===== src/rtl/btn_debounce.sv =====
// rtl/btn_debounce.sv - per-channel push-button synchronizer, debouncer and press/release/hold strobe generator
//
// Purpose:
//   Turns N raw, bouncing, asynchronous button contacts into clean per-channel
//   signals for downstream control FSMs. Every channel is an independent copy
//   of the same logic: a two-flop synchronizer, a debounce counter that must
//   see DB_CYCLES consecutive disagreeing samples before the debounced level
//   flips, and a saturating hold counter that raises a single long-press
//   strobe once the level has been high for LONG_CYCLES cycles.
//
// Parameters:
//   N            number of button channels
//   DB_CYCLES    consecutive stable cycles needed to accept a change (>= 2)
//   LONG_CYCLES  cycles of debounced high before btnHold fires (> DB_CYCLES)
//
// Ports:
//   clk100Mhz   in   1  single clock
//   rst         in   1  asynchronous active-high reset (release is already
//                       synchronous to clk100Mhz at board level)
//   btnRaw      in   N  raw active-high button contacts, asynchronous
//   btnLevel    out  N  debounced level
//   btnPress    out  N  one-cycle strobe on each accepted 0->1 change
//   btnRelease  out  N  one-cycle strobe on each accepted 1->0 change
//   btnHold     out  N  one-cycle strobe after LONG_CYCLES of debounced high,
//                       at most once per press

module btn_debounce #(
  parameter int N           = 3,
  parameter int DB_CYCLES   = 1000,
  parameter int LONG_CYCLES = 50000
) (
  input  logic         clk100Mhz,
  input  logic         rst,
  input  logic [N-1:0] btnRaw,
  output logic [N-1:0] btnLevel,
  output logic [N-1:0] btnPress,
  output logic [N-1:0] btnRelease,
  output logic [N-1:0] btnHold
);

  localparam int DB_W   = $clog2(DB_CYCLES);
  localparam int HOLD_W = $clog2(LONG_CYCLES + 1);

  localparam logic [DB_W-1:0]   DB_LAST   = DB_W'(DB_CYCLES - 1);
  localparam logic [DB_W-1:0]   DB_ONE    = DB_W'(1);
  localparam logic [HOLD_W-1:0] HOLD_MAX  = HOLD_W'(LONG_CYCLES);
  localparam logic [HOLD_W-1:0] HOLD_LAST = HOLD_W'(LONG_CYCLES - 1);
  localparam logic [HOLD_W-1:0] HOLD_ONE  = HOLD_W'(1);

  // The state flop doubles as the debounced level register, so the encoding
  // is fixed: RELEASED must be 0 and PRESSED must be 1.
  typedef enum logic {
    ST_RELEASED = 1'b0,
    ST_PRESSED  = 1'b1
  } state_t;

  genvar g;
  generate
    for (g = 0; g < N; g++) begin : g_ch
      logic              r_s1;
      logic              r_s2;
      logic [DB_W-1:0]   r_db_cnt;
      logic [DB_W-1:0]   w_db_cnt_nxt;
      logic [HOLD_W-1:0] r_hold_cnt;
      logic [HOLD_W-1:0] w_hold_cnt_nxt;
      state_t            r_state;
      state_t            w_state_nxt;
      logic              r_press;
      logic              r_release;
      logic              r_hold;
      logic              w_press_nxt;
      logic              w_release_nxt;
      logic              w_hold_nxt;
      logic              w_level;
      logic              w_differ;
      logic              w_accept;

      // Two-flop synchronizer; r_s2 is the only consumer-facing copy of the
      // raw input.
      always_ff @(posedge clk100Mhz or posedge rst) begin
        if (rst) begin
          r_s1 <= 1'b0;
          r_s2 <= 1'b0;
        end else begin
          r_s1 <= btnRaw[g];
          r_s2 <= r_s1;
        end
      end

      assign w_level  = (r_state == ST_PRESSED);
      assign w_differ = (r_s2 != w_level);
      // The DB_CYCLES-th consecutive disagreeing sample flips the level.
      assign w_accept = w_differ && (r_db_cnt == DB_LAST);

      // Debounce counter: any agreeing sample (a bounce back) restarts it.
      always_comb begin
        w_db_cnt_nxt = r_db_cnt;
        if (!w_differ || w_accept) begin
          w_db_cnt_nxt = '0;
        end else begin
          w_db_cnt_nxt = r_db_cnt + DB_ONE;
        end
      end

      // Hold counter: saturating at LONG_CYCLES is what limits btnHold to one
      // pulse per press, however long the button stays down.
      always_comb begin
        w_hold_cnt_nxt = r_hold_cnt;
        w_hold_nxt     = 1'b0;
        if (!w_level) begin
          w_hold_cnt_nxt = '0;
        end else if (r_hold_cnt != HOLD_MAX) begin
          w_hold_cnt_nxt = r_hold_cnt + HOLD_ONE;
          w_hold_nxt     = (r_hold_cnt == HOLD_LAST);
        end
      end

      // Level FSM: transitions only on debounce acceptance. In RELEASED an
      // acceptance implies r_s2 = 1, in PRESSED it implies r_s2 = 0.
      always_comb begin
        w_state_nxt   = r_state;
        w_press_nxt   = 1'b0;
        w_release_nxt = 1'b0;
        case (r_state)
          ST_RELEASED: begin
            if (w_accept) begin
              w_state_nxt = ST_PRESSED;
              w_press_nxt = 1'b1;
            end
          end
          ST_PRESSED: begin
            if (w_accept) begin
              w_state_nxt   = ST_RELEASED;
              w_release_nxt = 1'b1;
            end
          end
        endcase
      end

      always_ff @(posedge clk100Mhz or posedge rst) begin
        if (rst) begin
          r_state    <= ST_RELEASED;
          r_db_cnt   <= '0;
          r_hold_cnt <= '0;
          r_press    <= 1'b0;
          r_release  <= 1'b0;
          r_hold     <= 1'b0;
        end else begin
          r_state    <= w_state_nxt;
          r_db_cnt   <= w_db_cnt_nxt;
          r_hold_cnt <= w_hold_cnt_nxt;
          r_press    <= w_press_nxt;
          r_release  <= w_release_nxt;
          r_hold     <= w_hold_nxt;
        end
      end

      assign btnLevel[g]   = w_level;
      assign btnPress[g]   = r_press;
      assign btnRelease[g] = r_release;
      assign btnHold[g]    = r_hold;
    end
  endgenerate

endmodule


===== config.mk =====
export PLATFORM = sky130hd
export DESIGN_NAME = btn_debounce
export DESIGN_NICKNAME = d
export VERILOG_FILES = /design/src/rtl/btn_debounce.sv
export SDC_FILE = /design/constraint.sdc
export NUM_CORES = 1
export LEC_CHECK = 0
export ABC_AREA = 0
export CAP_MARGIN = 25
export CORE_MARGIN = 5
export CORE_UTILIZATION = 46
export DETAILED_ROUTE_END_ITERATION = 12
export GPL_TIMING_DRIVEN = 0
export PLACE_DENSITY = 0.69
export SETUP_SLACK_MARGIN = 0.5
export SLEW_MARGIN = 20
export SYNTH_ARGS = -nofsm -noshare
export SYNTH_HDL_FRONTEND = slang
export SYNTH_SLANG_ARGS = --single-unit

===== constraint.sdc =====
create_clock -name clk100Mhz -period 4.15 [get_ports clk100Mhz]
set_input_delay 0.6225 -clock clk100Mhz [delete_from_list [all_inputs] [get_ports clk100Mhz]]
set_output_delay 0.6225 -clock clk100Mhz [all_outputs]
set_load 0.05 [all_outputs]

==> reports/results.ini <==
[status]
status = complete, no violations

[synthesis]
yosys.area.top_type = dfrtp_1
yosysMostFrequentCell = dfrtp_1
synthTopCellsByCount = 96 x dfrtp_1, 40 x nand2_1, 30 x a21oi_1
synthSimpleGateAreaFrac_pct = 24.72
synthMuxAreaShare_pct = 4.258
synth_ff_type = dfrtp_1
synth_compound_area_share_pct = 10.80
yosys_warnings = 0
synthAdderAreaFrac_pct = 2.308
synthXorXnorAreaFrac_pct = 3.591
yosys-top-cells-area = dfrtp_1 49%, mux2i_1 3.5%, a21oi_1 3.1%, nand2_1 3.1%, o21ai_0 2.6%
synth_top_family_by_area = simple AND/OR/NAND/NOR gates
ys_seq_elements = 96
netlist_instances = 482
synth_cell_type_count = 49
yosysTopAreaCellShare_pct = 49.24
synth_edf_count = 0
avgSynthCellArea_um2 = 10.12
syn-cell-area_mm2 = 0.004878
synthArstFlopShare_pct = 100.0
seq_area_frac_synth_pct = 49.24
synth_nets = 496

[timing]
min_period_over_period_pct = 58.79
skew_ns = 0.02429
maxSlewHeadroom_pct = 53.08
finalHoldViolCount = 0
layout_min_cycle_time_ns = 2.440
slew_viol_final = 0
rsz0062_at_grt = false
setup_slack_ns = 1.710
fmax_mhz = 409.9
worst_slew_pin_slew_ns = 0.6978
setup_violations = 0

[worst_hold_path]
holdPathEnd = g_ch[0].r_s2
hold_class = reg -> reg
hold_path.startpoint = g_ch[0].r_s1
holdPathStages = 0

[routing]
drt_iter0_drc = 163
via_count = 3672
avgViaCountPerCell = 5.641
dr.pass1.iters = 4
wirelength_um = 9209
wl_per_cell_um = 14.15
drc = 0
ant_nets = 0

[die]
dieWidth_um = 113.0
core.rowCount = 37
core_mm2 = 0.01032
io_pins = 17
start_util_pct = 47.25
dieArea_mm2 = 0.01276
die_h_um = 113.0

[power]
power.leakage_nw = 2.074
switching_power_mw = 0.3759
swShare_pct = 21.40
p_seq_share_pct = 54.3
ir_worst_vdd_mv = 0.1353
clkPwrFrac_pct = 43.1
powerDensity_mw_per_mm2 = 319.9
combPwrFrac_pct = 2.6
intPower_mw = 1.381

[global_route]
grt_overflow = 0
grt_pass1_vias = 3620
globalRouteTotalUtil_pct = 15.43
grt_max_degree = 51
antenna_found_initial = 0
grt_first_pass_wirelength_um = 16550

[placed_design]
dpl_worst_slack_ns = 2.133
hpwl_um = 6320
gp_congestion = 0.8242
io_buffers = 16
place_inst = 635

[job]
drv_cap = 0

[setup_path]
r2r_slack_ns = 2.40
path_cells = buf_4 -> clkdlybuf4s50_1
r2r_end = g_ch[1].r_db_cnt[3]
cp-end-kind = output port
cp_max_fo = 6
cp-start-kind = flip-flop
crit_type = reg -> out
cp.required_ns = 3.53
cpMaxStageDelayCell = clkdlybuf4s50_1
reg2reg_depth = 4
crit_arrival_ns = 1.82
path_delay_family = buffers and inverters
path_buf_inv = 2
rr_startpoint = g_ch[1].r_db_cnt[0]
max_stage_delay_ns = 0.79

[clock_tree]
numCtsBuffers = 9
clk_path_buf_depth = 2
postCtsSetupBuffers = 0
clock-root-buffer = clkbuf_8
h-tree-depth = 3
cts_tree = yes
worstSkewPairLatency_ns = 0.38
path_clk_slew_ns = 0.09
cts_sinks = 96
hold_buffers = 0
post_cts_resized = 0

[final_layout]
antennaDiodeCount = 0
fin_util_pct = 53.19
nNetsFinal = 524
syn2layout_area_growth_pct = 12.57
drive_gt1_share_pct = 9.903
finish.cell_count_without_fillers = 651

==> state kept, by name (all words and copies together), names as in the netlist, named ones only <==
register	flops
g_ch.r_db_cnt	30
g_ch.r_release	3
g_ch.r_hold_cnt	48
g_ch.r_press	3
g_ch.r_hold	3
g_ch.r_s2	3
g_ch.r_s1	3
==> worst reg2reg max path: stages (launching register included) <==
cell       delay (ns)
dfrtp_1          0.39
ha_1             0.25
nand4bb_1        0.20
o31ai_1          0.65
nor2_1           0.12
==> kinds of logic (layout without fill, tap and decap cells) <==
family / after synthesis / count (layout)
simple gates: 199 / 199
compound gates: 87 / 87
mux: 20 / 20
xor+xnor: 20 / 20
buf+inv: 51 / 84
fa+ha+maj: 9 / 9
flops: 96 / 96
==> layout by cell type (no fill, tap or decap), types with 4 or more instances in the layout <==
cell	synthesis	layout
dfrtp_1	96	96
nand2_1	40	40
a21oi_1	30	30
inv_1	28	27
o21ai_0	25	25
nand3_1	24	24
nor2_1	21	21
mux2i_1	17	17
or3_1	16	16
nand4_1	16	16
clkdlybuf4s50_1	0	16
o31ai_1	15	15
nor4_1	15	15
or4_1	14	14
buf_4	12	12
nand2b_1	11	11
xor2_1	10	10
xnor2_1	10	10
clkbuf_8	0	10
ha_1	9	9
and4_1	8	8
clkbuf_1	5	5
nor4bb_1	4	4
nor3b_1	4	4
nand3b_1	4	4
a211oi_1	4	4
nor3_1	4	4
==> power groups by stage <==
stage | Clock (mW) | Combinational (mW) | Sequential [mW]
finish | 0.757 | 0.0456 | 0.954
CTS | 0.773 | 0.0479 | 0.954
detailed placement | 0 | 0.0477 | 0.973
floorplan | 0 | 0.0303 | 0.970
global placement | 0 | 0.0425 | 0.972
global route | 0.818 | 0.0533 | 0.956
==> layer usage <==
| metal | GRT usage [%] | wire (um) |
|---|---|---|
| met3 | 1.925 | 155 |
| met5 | 0 | 0 |
| met1 | 20.33 | 4406 |
| met2 | 25.39 | 4481 |
| met4 | 7.212 | 165 |
==> stage by stage <==
step,area (um2),hold slack (ns),setup TNS (ns),total power [mW]
after floorplan,4878,0.3312,0,1.001
final,5492,0.3541,0,1.756
after detailed placement,5241,0.3402,0,1.020
after CTS,5492,0.3582,0,1.775
after global placement,5209,0.3368,-41.26,1.015
after global routing,5492,0.3673,0,1.827
==> worst max path at each step <==
stage,startpoint,end,slack [ns],cells after the start
2_1_floorplan,rst,asynchronous set/reset pin,1.02,1
3_3_place_gp,rst,g_ch[2].r_hold_cnt[1],-0.44,2
3_5_place_dp,flip-flop,btnLevel[2],2.13,2
4_1_cts,flip-flop,btnLevel[2],1.71,2
5_1_grt,flip-flop,btnLevel[2],1.65,2
6_report,flip-flop,btnLevel[2],1.71,2
==> final cells by class <==
cell class | instances | area (um2)
plain buffers | 23 | 142.6
clock buffers | 10 | 137.6
clock inverters | 6 | 112.6
fillers | 921 | 4832
inverters | 28 | 110.1
multi-input cells | 335 | 2228
flip-flops and latches | 96 | 2402
well taps | 136 | 170.2
repair buffers | 17 | 187.7
No activity file was read; power rests on OpenSTA's default activity.
